<file path="src/rtl/shift_arbiter.sv">
// shift_arbiter: round-robin share of one shifter between r0/r1 (valid/ready cmds: op,data,amt_l,amt_r), one- or two-pass sequencing, rsp_* result tagged by id, sh_* registered drive to the external shifter
module shift_arbiter #(
  parameter int W = 32,
  parameter int SW = 5
) (
  input  logic          clk,
  input  logic          rst,
  input  logic          r0_valid,
  output logic          r0_ready,
  input  logic [1:0]    r0_op,
  input  logic [W-1:0]  r0_data,
  input  logic [SW-1:0] r0_amt_l,
  input  logic [SW-1:0] r0_amt_r,
  input  logic          r1_valid,
  output logic          r1_ready,
  input  logic [1:0]    r1_op,
  input  logic [W-1:0]  r1_data,
  input  logic [SW-1:0] r1_amt_l,
  input  logic [SW-1:0] r1_amt_r,
  output logic          rsp_valid,
  input  logic          rsp_ready,
  output logic          rsp_id,
  output logic [W-1:0]  rsp_data,
  output logic [W-1:0]  sh_in,
  output logic          sh_len,
  output logic          sh_ren,
  output logic [SW-1:0] sh_svl,
  output logic [SW-1:0] sh_svr,
  input  logic [W-1:0]  sh_out
);
  typedef enum logic [1:0] {IDLE, P1, P2, RESP} state_t;
  state_t state, nxt;
  logic prio, id, take, rsp_hs;
  logic [1:0] op, req_op;
  logic [W-1:0] data, acc, req_data, n_in;
  logic [SW-1:0] amt_l, amt_r, req_amt_l, req_amt_r, n_svl, n_svr;
  logic n_len, n_ren;
  assign r0_ready = !rst && state == IDLE && r0_valid && (!r1_valid || !prio);
  assign r1_ready = !rst && state == IDLE && r1_valid && (!r0_valid || prio);
  assign take = r0_ready || r1_ready;
  assign rsp_hs = rsp_valid && rsp_ready;
  assign req_op = r1_ready ? r1_op : r0_op;
  assign req_data = r1_ready ? r1_data : r0_data;
  assign req_amt_l = r1_ready ? r1_amt_l : r0_amt_l;
  assign req_amt_r = r1_ready ? r1_amt_r : r0_amt_r;
  // sh_* are loaded with the values for the state being entered, so the
  // shifter sees them for the whole cycle of P1/P2.
  always_comb begin
    nxt = state == IDLE ? (take ? P1 : IDLE) :
          state == P1   ? (op[1] ? P2 : RESP) :
          state == P2   ? RESP : (rsp_hs ? IDLE : RESP);
    n_in = nxt == P1 ? req_data : nxt == P2 ? (op == 2'b10 ? sh_out : data) : '0;
    n_len = nxt == P1 && req_op != 2'b01;
    n_ren = (nxt == P1 && req_op == 2'b01) || nxt == P2;
    n_svl = n_len ? req_amt_l : '0;
    n_svr = nxt == P1 ? (req_op == 2'b01 ? req_amt_r : '0) :
            nxt == P2 ? (op == 2'b10 ? amt_r : SW'(0) - amt_l) : '0;
  end
  always_ff @(posedge clk) begin
    if (rst) begin
      state <= IDLE;
      prio <= 1'b0;
      id <= 1'b0;
      op <= '0;
      data <= '0;
      amt_l <= '0;
      amt_r <= '0;
      acc <= '0;
      rsp_valid <= 1'b0;
      rsp_id <= 1'b0;
      rsp_data <= '0;
      sh_in <= '0;
      sh_len <= 1'b0;
      sh_ren <= 1'b0;
      sh_svl <= '0;
      sh_svr <= '0;
    end else begin
      state <= nxt;
      sh_in <= n_in;
      sh_len <= n_len;
      sh_ren <= n_ren;
      sh_svl <= n_svl;
      sh_svr <= n_svr;
      if (take) begin
        id <= r1_ready;
        op <= req_op;
        data <= req_data;
        amt_l <= req_amt_l;
        amt_r <= req_amt_r;
      end
      if (state == P1) acc <= sh_out;
      if (state == P2) acc <= op == 2'b10 ? sh_out : acc | sh_out;
      if (state == RESP && !rsp_valid) begin
        rsp_valid <= 1'b1;
        rsp_data <= acc;
        rsp_id <= id;
      end
      if (rsp_hs) begin
        rsp_valid <= 1'b0;
        prio <= ~id;
      end
    end
  end
endmodule

</file>
<file path="config.mk">
export PLATFORM = sky130hd
export DESIGN_NAME = shift_arbiter
export DESIGN_NICKNAME = d
export VERILOG_FILES = /design/src/rtl/shift_arbiter.sv
export SDC_FILE = /design/constraint.sdc
export NUM_CORES = 1
export LEC_CHECK = 0
export CORE_UTILIZATION = 47
export CTS_CLUSTER_DIAMETER = 40
export CTS_CLUSTER_SIZE = 28
export DETAILED_ROUTE_END_ITERATION = 6
export PLACE_DENSITY_LB_ADDON = 0.05
export SETUP_SLACK_MARGIN = 0.15
export SYNTH_ARGS = -nofsm -noshare
export SYNTH_HDL_FRONTEND = slang
export SYNTH_SLANG_ARGS = --single-unit
</file>
<file path="constraint.sdc">
create_clock -name clk -period 1.8 [get_ports clk]
set_input_delay 0.45 -clock clk [delete_from_list [all_inputs] [get_ports clk]]
set_output_delay 0.45 -clock clk [all_outputs]
set_load 0.1 [all_outputs]
</file>
==> run_results.csv <==
group,metric,value,unit
placed_design,io_buffers,204,
routing,vias,8616,
cts,cts_sinks,158,
timing,finalCriticalPeriod,2260,ps
placed_design,gp_congestion,0.895,
die,die_w,122,um
layout,most-common-layout-cells,"dfxtp_1, clkdlybuf4s50_1, buf_12",
layout,post-route-util,0.900,
die,start_util,0.486,
synth,synth-main-ff-cell,"dfxtp_1",
worst_hold_path,whs_path_depth,2,
synth,syn_avg_cell_area,8.88,um2
timing,rsz0062_at_grt,"true",
worst_hold_path,hp-start,"rst",
timing,clock_skew,13.7,ps
worst_setup_path,worst_setup_path_end_kind,"register",
layout,stdcell_count,1239,
synth,yosysSeqAreaShare,0.464,
flow_run,cap_violations,0,
worst_setup_path,rrSetupSlack,-460,ps
timing,max_clock_freq,442,MHz
routing,vias_per_cell,6.95,
worst_setup_path,worstReg2RegStart,"state[0]",
cts,clk_latency,450,ps
routing,antenna_left,0,
synth,synthArstFlopShare,0,
layout,drive_gt1_frac,0.365,
cts,cts_tree,"done",
cts,cts_max_path_buffers,2,
synth,syn_nets,898,
die,ios,205,
power_and_ir_drop,p_per_area,1080,mW/mm2
power_and_ir_drop,p_comb_frac,0.418,
synth,synth_top_family_by_area,"compound AO/OA/AOI/OAI gates",
die,die_area,0.0150,mm2
timing,hold_violations,0,
die,die_h,122,um
layout,final_common_cell,"dfxtp_1",
timing,setup_viol,95,
synth,synth.distinct_cells,42,
layout,fin_nets,1173,
layout,final_area,0.0126,mm2
synth,synth_fa_ha_area_frac,0.00917,
synth,syn_inst,768,
worst_setup_path,critical_path_arrival,2590,ps
power_and_ir_drop,switching_share,0.377,
synth,synth_compound_gate_area_share,0.225,
cts,hold_buffers,0,
worst_setup_path,reg2reg_depth,9,
power_and_ir_drop,p_int,8.47,mW
worst_hold_path,hold_path_class,"in2reg",
synth,synth_simple_gate_area_share,0.165,
grt,grt_max_degree,98,
worst_hold_path,min_to,"prio",
grt,grt_pass1_wl,43400,um
timing,worst_hold_slack,239,ps
worst_setup_path,worstPathRequired,2120,ps
timing,fin_crit_sh,1.26,
placed_design,pre_cts_ws,-399,ps
routing,wl,36500,um
timing,drv_slew,0,
run_status,status,"finished with violations",
placed_design,hpwl,15000,um
grt,grt_pass1_vias,8079,
power_and_ir_drop,seq_power_share,0.307,
synth,muxShareOfSynthArea,0.0749,
grt,grtUsageTotal,0.385,
synth,synth_edf_count,0,
routing,routedWlPerCell,29.5,um
synth,yosys_warnings,0,
power_and_ir_drop,p_leak,4.65,nW
synth,synthesis.area,0.00682,mm2
run_status,failed_checks,"setup timing",
worst_setup_path,r2r-end,"sh_in[21]",
timing,maxSlewHeadroom,0.642,
worst_setup_path,crit_fanout,18,
power_and_ir_drop,ir_drop,0.775,mV
grt,antenna_found_initial,3,
grt,grt_overflow_total,0,
worst_setup_path,worstSetupPathType,"reg2reg",
routing,drtIter0Drc,1442,
synth,synth-seq-cells,158,
timing,final.setup.worst_slack,-461,ps
layout,nFillCells,513,
worst_setup_path,cp-start-kind,"register",
cts,root_buffer,"clkbuf_16",
routing,drtPass1Iterations,6,
power_and_ir_drop,finalPower,13.6,mW
power_and_ir_drop,switchingPower,5.12,mW
timing,tns,-20530,ps
placed_design,dp.cells,1133,
cts,h-tree-depth,4,
cts,clkTransAtPathRegs,70,ps
die,core.rowCount,43,
synth,yosys.area_share.xor_xnor,0.00385,
cts,numCtsBuffers,17,
die,core-area,0.0140,mm2
routing,drcViolationCount,0,
timing,worst_pin_slew,532,ps
layout,syn_to_final_growth,85.2,%
placed_design,place_area,0.0102,mm2
power_and_ir_drop,p_clk_frac,0.275,
## layout make-up
class	instances	area, um2	area share
multi-input cells	529	3950	0.313
clock buffers	17	425	0.0337
well taps	180	225	0.0178
clock inverters	15	165	0.0131
inverters	6	22.5	0.00178
repair buffers	331	4660	0.369
diodes	3	7.51	0.000594
flip-flops and latches	158	3170	0.251
## sequential cells by signal (all words and copies together) (netlist names)
name       flops
acc           32
amt_l          5
amt_r          5
data          32
id             1
op             2
prio           1
rsp_data      32
rsp_id         1
rsp_valid      1
sh_in         32
sh_len         1
sh_ren         1
sh_svl         5
sh_svr         5
state          2
## power groups by stage
stage               Sequential [mW]  Combinational [mW]  Clock [mW]
finish                         4.17                5.69        3.74
global route                   4.19                5.75        3.85
CTS                            4.10                4.77        3.62
detailed placement             4.17                3.71           0
global placement               4.16                3.61           0
floorplan                      4.93                1.45           0
## worst max path at each step
stage	from	endpoint	slack (ps)	cells after the start
floorplan	state[0]	amt_l[0]	150	7
global placement	rsp_ready	sh_svl[3]	-360	6
detailed placement	r1_valid	sh_svl[2]	-400	5
CTS	state[1]	r1_ready	-190	6
global route	state[1]	sh_in[21]	-490	9
finish	state[0]	sh_in[21]	-460	9
## synthesized netlist by cell type, types with 2 or more instances
library cell	count	area (um2)
nand3_1	66	330
nor3_1	2	10.0
nor2_1	85	319
or4_1	3	22.5
buf_4	7	52.6
nor4_2	4	50.1
dfxtp_1	158	3160
ha_1	5	62.6
o32ai_1	3	26.3
clkbuf_2	2	10.0
o31ai_1	3	22.5
buf_6	4	45.0
o21ai_0	34	170
mux2_2	32	360
clkbuf_1	36	135
a311oi_1	34	298
mux2i_1	15	150
a21oi_1	69	345
nand2_1	71	267
a21o_1	3	22.5
a22oi_1	32	240
buf_2	24	120
a211oi_1	10	75.1
inv_1	6	22.5
nand2b_1	5	31.3
xnor2_1	3	26.3
buf_1	4	15.0
nor2b_1	3	18.8
a211o_1	32	280
## cells by family after synthesis
family | after synthesis
AO/OA/AOI/OAI | 226
XOR/XNOR | 3
adder cells (fa/ha/maj) | 5
buffers and inverters | 83
flip-flops | 158
multiplexers | 47
AND/OR/NAND/NOR | 246
## critical path, cell delays in order, from the launching register on
cell     delay, ps
dfxtp_2        340
inv_2           90
ha_1           400
inv_2          120
buf_4          170
a41oi_4        270
buf_12         170
buf_6          190
a211o_1        280
a21oi_2         90
## layer usage
| layer | up-vias | GRT usage | routed length [um] |
|---|---|---|---|
| met1 | 3914 | 0.445 | 11600 |
| met3 | 372 | 0.0888 | 4760 |
| met4 | 6 | 0.279 | 3830 |
| li1 | 3360 | - | - |
| met2 | 964 | 0.625 | 16300 |
| met5 | - | 0 | 42 |
## what timing repair did
item	in CTS	in global routing
setup buffers	28	19
cloned	18	6
endpoints found under the setup margin	122	136
gates resized for setup	98	100
pin swaps	26	29
Power figures use the tool's default switching activity.
